===== src/rtl/pong_pkg.sv =====
// Shared definitions for the paddle button front end.
// Pure declarations: no logic, no latency.
// No flow control; consumers sample through their own enables.
package pong_pkg;

   // Button channel indices
   localparam int BTN_UP_P1   = 0;
   localparam int BTN_DOWN_P1 = 1;
   localparam int BTN_UP_P2   = 2;
   localparam int BTN_DOWN_P2 = 3;

   // Default timing at a 50 MHz board clock
   localparam int DEF_DEBOUNCE_CYCLES = 1000000;   // 20 ms
   localparam int DEF_REPEAT_DELAY    = 25000000;  // 500 ms to first repeat
   localparam int DEF_REPEAT_RATE     = 5000000;   // 100 ms between repeats

   // Auto-repeat state per channel
   typedef enum logic [1:0] {
      IDLE   = 2'd0,
      DELAY  = 2'd1,
      REPEAT = 2'd2
   } rpt_state_t;

   // Counter width able to hold 0..n-1, never narrower than one bit
   function automatic int cnt_width(input int n);
      return (n > 1) ? $clog2(n) : 1;
   endfunction

   function automatic int max_int(input int a, input int b);
      return (a > b) ? a : b;
   endfunction

endpackage


===== src/rtl/btn_channel.sv =====
// One button: 2-flop sync, polarity normalise, debounce, auto-repeat move FSM.
// Raw edge to level/press/move: 2 + DEBOUNCE_CYCLES clk cycles.
// No backpressure; move is a one-cycle pulse and is dropped if not sampled.
module btn_channel
   import pong_pkg::*;
#(
   parameter logic ACTIVE_LOW      = 1'b0,
   parameter int   DEBOUNCE_CYCLES = DEF_DEBOUNCE_CYCLES,
   parameter int   REPEAT_DELAY    = DEF_REPEAT_DELAY,
   parameter int   REPEAT_RATE     = DEF_REPEAT_RATE
) (
   input  logic clk,
   input  logic reset,
   input  logic raw,
   output logic level,
   output logic press,
   output logic move
);

   localparam int DB_W = cnt_width(DEBOUNCE_CYCLES);
   localparam int RP_W = cnt_width(max_int(REPEAT_DELAY, REPEAT_RATE));

   localparam logic [DB_W-1:0] DB_LAST    = DB_W'(DEBOUNCE_CYCLES - 1);
   localparam logic [RP_W-1:0] DELAY_LAST = RP_W'(REPEAT_DELAY - 1);
   localparam logic [RP_W-1:0] RATE_LAST  = RP_W'(REPEAT_RATE - 1);

   // Idle pin value; the synchroniser starts here so reset never looks like a press
   localparam logic RAW_IDLE = ACTIVE_LOW;

   logic            sync_1;
   logic            sync_2;
   logic            sample;
   logic [DB_W-1:0] db_cnt;
   logic [DB_W-1:0] db_cnt_nxt;
   logic            level_nxt;

   rpt_state_t      state;
   rpt_state_t      state_nxt;
   logic [RP_W-1:0] rp_cnt;
   logic [RP_W-1:0] rp_cnt_nxt;
   logic            move_nxt;

   // Two-flop synchroniser for the asynchronous pin
   always_ff @(posedge clk) begin
      if (reset) begin
         sync_1 <= RAW_IDLE;
         sync_2 <= RAW_IDLE;
      end else begin
         sync_1 <= raw;
         sync_2 <= sync_1;
      end
   end

   assign sample = sync_2 ^ ACTIVE_LOW;

   // Debounce: count while the sample disagrees, accept after DEBOUNCE_CYCLES in a row
   always_comb begin
      db_cnt_nxt = '0;
      level_nxt  = level;
      if (sample != level) begin
         if (db_cnt == DB_LAST) begin
            level_nxt = ~level;
         end else begin
            db_cnt_nxt = db_cnt + 1'b1;
         end
      end
   end

   // Debounced level and press pulse, registered together so they line up
   always_ff @(posedge clk) begin
      if (reset) begin
         level  <= 1'b0;
         press  <= 1'b0;
         db_cnt <= '0;
      end else begin
         level  <= level_nxt;
         press  <= level_nxt & ~level;
         db_cnt <= db_cnt_nxt;
      end
   end

   // Repeat FSM next state; it follows level_nxt so the first move coincides with press
   always_comb begin
      state_nxt  = state;
      rp_cnt_nxt = rp_cnt;
      move_nxt   = 1'b0;
      if (!level_nxt) begin
         state_nxt  = IDLE;
         rp_cnt_nxt = '0;
      end else begin
         case (state)
            IDLE: begin
               if (!level) begin
                  move_nxt   = 1'b1;
                  state_nxt  = DELAY;
                  rp_cnt_nxt = '0;
               end
            end
            DELAY: begin
               if (rp_cnt == DELAY_LAST) begin
                  move_nxt   = 1'b1;
                  state_nxt  = REPEAT;
                  rp_cnt_nxt = '0;
               end else begin
                  rp_cnt_nxt = rp_cnt + 1'b1;
               end
            end
            REPEAT: begin
               if (rp_cnt == RATE_LAST) begin
                  move_nxt   = 1'b1;
                  rp_cnt_nxt = '0;
               end else begin
                  rp_cnt_nxt = rp_cnt + 1'b1;
               end
            end
            default: begin
               state_nxt  = IDLE;
               rp_cnt_nxt = '0;
            end
         endcase
      end
   end

   // Repeat FSM state, counter and move pulse register
   always_ff @(posedge clk) begin
      if (reset) begin
         state  <= IDLE;
         rp_cnt <= '0;
         move   <= 1'b0;
      end else begin
         state  <= state_nxt;
         rp_cnt <= rp_cnt_nxt;
         move   <= move_nxt;
      end
   end

endmodule


===== src/rtl/paddle_input_conditioner.sv =====
// Player push-button front end: per-channel conditioning plus up/down conflict mask.
// Raw edge to outputs: 2 + DEBOUNCE_CYCLES clk cycles; mask is combinational.
// No backpressure; move pulses due during a conflict are dropped, not queued.
module paddle_input_conditioner
   import pong_pkg::*;
#(
   parameter int               N_BTN           = 4,
   parameter logic [N_BTN-1:0] BTN_ACTIVE_LOW  = 4'b0101,
   parameter int               DEBOUNCE_CYCLES = DEF_DEBOUNCE_CYCLES,
   parameter int               REPEAT_DELAY    = DEF_REPEAT_DELAY,
   parameter int               REPEAT_RATE     = DEF_REPEAT_RATE
) (
   input  logic             clk,
   input  logic             reset,
   input  logic [N_BTN-1:0] btn_raw,
   output logic [N_BTN-1:0] btn_level,
   output logic [N_BTN-1:0] btn_press,
   output logic [N_BTN-1:0] btn_move
);

   logic [N_BTN-1:0] move_raw;

   for (genvar i = 0; i < N_BTN; i++) begin : g_ch
      btn_channel #(
         .ACTIVE_LOW      (BTN_ACTIVE_LOW[i]),
         .DEBOUNCE_CYCLES (DEBOUNCE_CYCLES),
         .REPEAT_DELAY    (REPEAT_DELAY),
         .REPEAT_RATE     (REPEAT_RATE)
      ) u_chan (
         .clk   (clk),
         .reset (reset),
         .raw   (btn_raw[i]),
         .level (btn_level[i]),
         .press (btn_press[i]),
         .move  (move_raw[i])
      );

      // Channels pair up as (up, down) per player: even index is up, odd is down
      localparam int PARTNER = i ^ 1;
      if (PARTNER < N_BTN) begin : g_pair
         assign btn_move[i] = move_raw[i] & ~(btn_level[i] & btn_level[PARTNER]);
      end else begin : g_solo
         assign btn_move[i] = move_raw[i];
      end
   end

endmodule


===== config.mk =====
export PLATFORM = sky130hd
export DESIGN_NAME = paddle_input_conditioner
export DESIGN_NICKNAME = d
export VERILOG_FILES = /design/src/rtl/pong_pkg.sv /design/src/rtl/btn_channel.sv /design/src/rtl/paddle_input_conditioner.sv
export SDC_FILE = /design/constraint.sdc
export NUM_CORES = 1
export LEC_CHECK = 0
export BUFFER_PORTS_ARGS = -buffer_cell sky130_fd_sc_hd__clkbuf_2
export CORE_MARGIN = 2
export CORE_UTILIZATION = 30
export CTS_CLUSTER_DIAMETER = 50
export DETAILED_ROUTE_END_ITERATION = 6
export GPL_ROUTABILITY_DRIVEN = 0
export PLACE_DENSITY_LB_ADDON = 0.1
export SETUP_SLACK_MARGIN = 0.02
export SLEW_MARGIN = 20
export SYNTH_ARGS = -nofsm -noshare
export SYNTH_HDL_FRONTEND = slang
export SYNTH_SLANG_ARGS = --single-unit

===== constraint.sdc =====
create_clock -name clk -period 3.3 [get_ports clk]
set_input_delay 0.825 -clock clk [delete_from_list [all_inputs] [get_ports clk]]
set_output_delay 0.825 -clock clk [all_outputs]
set_load 0.05 [all_outputs]

==> results.json <==
{
  "setup_violations": 0,
  "grt_pass1_vias": 8550,
  "rows": 68,
  "grt_use_total": 0.140,
  "drt_iter0_drc": 475,
  "cp_data_required_time_ns": 3.71,
  "synthesis.area_mm2": 0.0104,
  "end_kind": "flop",
  "worstPathArrival_ns": 3.14,
  "grt_overflow_total": 0,
  "netlist_instances": 1296,
  "synth-async-reset-ratio": 0,
  "final_cell_area_mm2": 0.0119,
  "cts_setup_buffers": 0,
  "ff2ff_setup_slack_ns": 0.57,
  "post-dp-hpwl_um": 16300,
  "synth_ff_type": "dfxtp_1",
  "vias": 9077,
  "crit_type": "reg -> reg",
  "min_period_ns": 2.73,
  "p_leak_nw": 3.62,
  "synth.avg_cell_area_um2": 8.06,
  "chipHeight_um": 191,
  "placed_area_mm2": 0.0110,
  "cp_max_fo": 22,
  "start_util": 0.303,
  "clock.fmax_mhz": 366,
  "timing.max_cap.violations": 0,
  "slowest_stage": "or4_1",
  "critical_path.cell_chain": "ha_1 -> nand3_1 -> or4_1 -> nor3_1 -> o31ai_4 -> buf_12 -> a41oi_1 -> a311oi_1",
  "status": "completed",
  "cts_root_buf": "clkbuf_16",
  "reg2reg_from": "g_ch[0].u_chan.rp_cnt[0]",
  "wl_per_cell_um": 14.2,
  "layout-drive-gt1-share": 0.0790,
  "drc": 0,
  "ios": 18,
  "clkTransAtPathRegs_ns": 0.05,
  "tritoncts": "done",
  "synth_top_cell_by_area": "dfxtp_1",
  "cts.htree.levels": 1,
  "final_net_count": 1327,
  "synth_edf_count": 0,
  "hold_class": "reg -> reg",
  "synth_top_area_share": 0.399,
  "cts_buffer_depth": 3,
  "relSlewSlack": 0.403,
  "r2r_cells": 8,
  "finalCritPeriodShare": 0.828,
  "antenna_found_initial": 0,
  "firstDrtPassIters": 5,
  "ctsResizeCount": 0,
  "synthMostInstantiatedCell": "dfxtp_1",
  "grt-busiest-layer": "met2",
  "critPathLaunchType": "flop",
  "cp-startpoint": "g_ch[0].u_chan.rp_cnt[0]",
  "area_delta_synth_final_pct": 14.1,
  "power_density_mw_per_mm2": 468,
  "synth_common_cells": "208 x dfxtp_1, 164 x nand2_1, 145 x nor2_1, 90 x nand3_1, 73 x a21oi_1",
  "hold_depth": 1,
  "gr-usage-met1": 0.194,
  "tightest_slew_ns": 0.894,
  "synth_area_leaders": "dfxtp_1 40%, nand2_1 5.9%, nor2_1 5.2%",
  "clock_latency_ns": 0.57,
  "grt_pass1_wl_um": 43000,
  "numPortBuffers": 17,
  "skew_ns": 0.0268,
  "die_w_um": 191,
  "fin_setup_tns_ns": 0,
  "via_per_inst": 5.13,
  "hold_viol": 0,
  "grt_max_degree": 31,
  "rsz0062_at_grt": "no",
  "ant_nets": 0,
  "min_from": "g_ch[0].u_chan.sync_1",
  "routed_wirelength_um": 25100,
  "use_met2": 0.221,
  "cts_sinks": 208,
  "use_met3": 0.0239,
  "core_mm2": 0.0345,
  "n_antenna_cell": 0,
  "synth_fp_nets": 1330,
  "slowest_delay_ns": 0.60,
  "slew_viol_final": 0,
  "ys_types": 53,
  "ys_warn_count": 0,
  "ys_seq_elements": 208,
  "numCtsBuffers": 31,
  "vdd_drop_max_v": 0.000383,
  "hold_buffers": 0,
  "dieArea_mm2": 0.0363,
  "seq_area_frac_synth": 0.399
}
-- cell families after synthesis --
| family | synth area share |
|---|---|
| simple gates | 0.297 |
| mux | 0.00778 |
| xor+xnor | 0.0587 |
| buf+inv | 0.0444 |
| compound gates | 0.160 |
| fa+ha+maj | 0.0335 |
| flops | 0.399 |
-- final cells by class --
| cell class | instances | area (µm²) |
|---|---|---|
| Timing Repair Buffer | 38 | 255 |
| Tap cell | 455 | 569 |
| Clock buffer | 40 | 840 |
| Clock inverter | 16 | 109 |
| Fill cell | 3629 | 22500 |
| Sequential cell | 208 | 4160 |
| Inverter | 35 | 131 |
| Multi-Input combinational cell | 979 | 5850 |
-- power by group --
part / internal [mW] / switching [mW]
registers: 2.52 / 0.00362
logic: 0.00749 / 0.0159
clock network: 1.79 / 1.24
total: 4.32 / 1.26
-- critical path: cells and delay by family (launching register included) --
family                     cells  cell delay [ns]
DFF                            1             0.40
buffers and inverters          1             0.20
and+or+nand+nor                3             1.28
adders and majority gates      1             0.20
AOI/OAI and AO/OA              3             0.48
-- layer usage --
metal  vias up  wire, µm
met4         0       624
met1      4220     12800
met2       130     10800
met3        38       907
met5         -         0
li1       4689         -
-- registers in the layout, indices dropped and copies added, names as in the netlist --
name,cells
g_ch.u_chan.rp_cnt,100
g_ch.u_chan.db_cnt,80
g_ch.u_chan.state,8
g_ch.u_chan.level,4
g_ch.u_chan.move,4
g_ch.u_chan.press,4
g_ch.u_chan.sync_1,4
g_ch.u_chan.sync_2,2
g_ch.u_chan.sample,2
-- cell usage in the layout, fill, tap and decap left out, types with 14 or more instances in the layout --
cell type / instances
inv_1: 35
clkbuf_16: 31
ha_1: 28
xnor2_1: 29
and3_1: 41
xor2_1: 41
or3_1: 14
dfxtp_1: 208
o21ai_0: 34
clkbuf_2: 17
a31oi_1: 30
nand3_1: 90
a21oi_1: 71
a41oi_1: 15
buf_4: 20
and2_1: 15
nor2_1: 145
nand4_1: 40
nor3_1: 28
a311oi_1: 58
nand2_1: 164
-- worst paths after layout --
kind | end
max | g_ch[0].u_chan.rp_cnt[16]
min | g_ch[0].u_chan.sync_2
max reg2reg | g_ch[0].u_chan.rp_cnt[16]
min reg2reg | g_ch[0].u_chan.sync_2
-- metrics by stage --
stage                     setup slack, ns  hold slack (ns)  power [mW]   util  instances
final                               0.567            0.424        5.58  0.346       1771
after global placement              0.621            0.405        2.60  0.318       1715
after detailed placement            0.582            0.406        2.60  0.318       1715
after floorplan                     0.863            0.389        2.59      -       1296
after global routing                0.337            0.434        5.80  0.346       1771
after CTS                           0.547            0.422        5.70  0.346       1771
(Power assumes the default switching activity.)
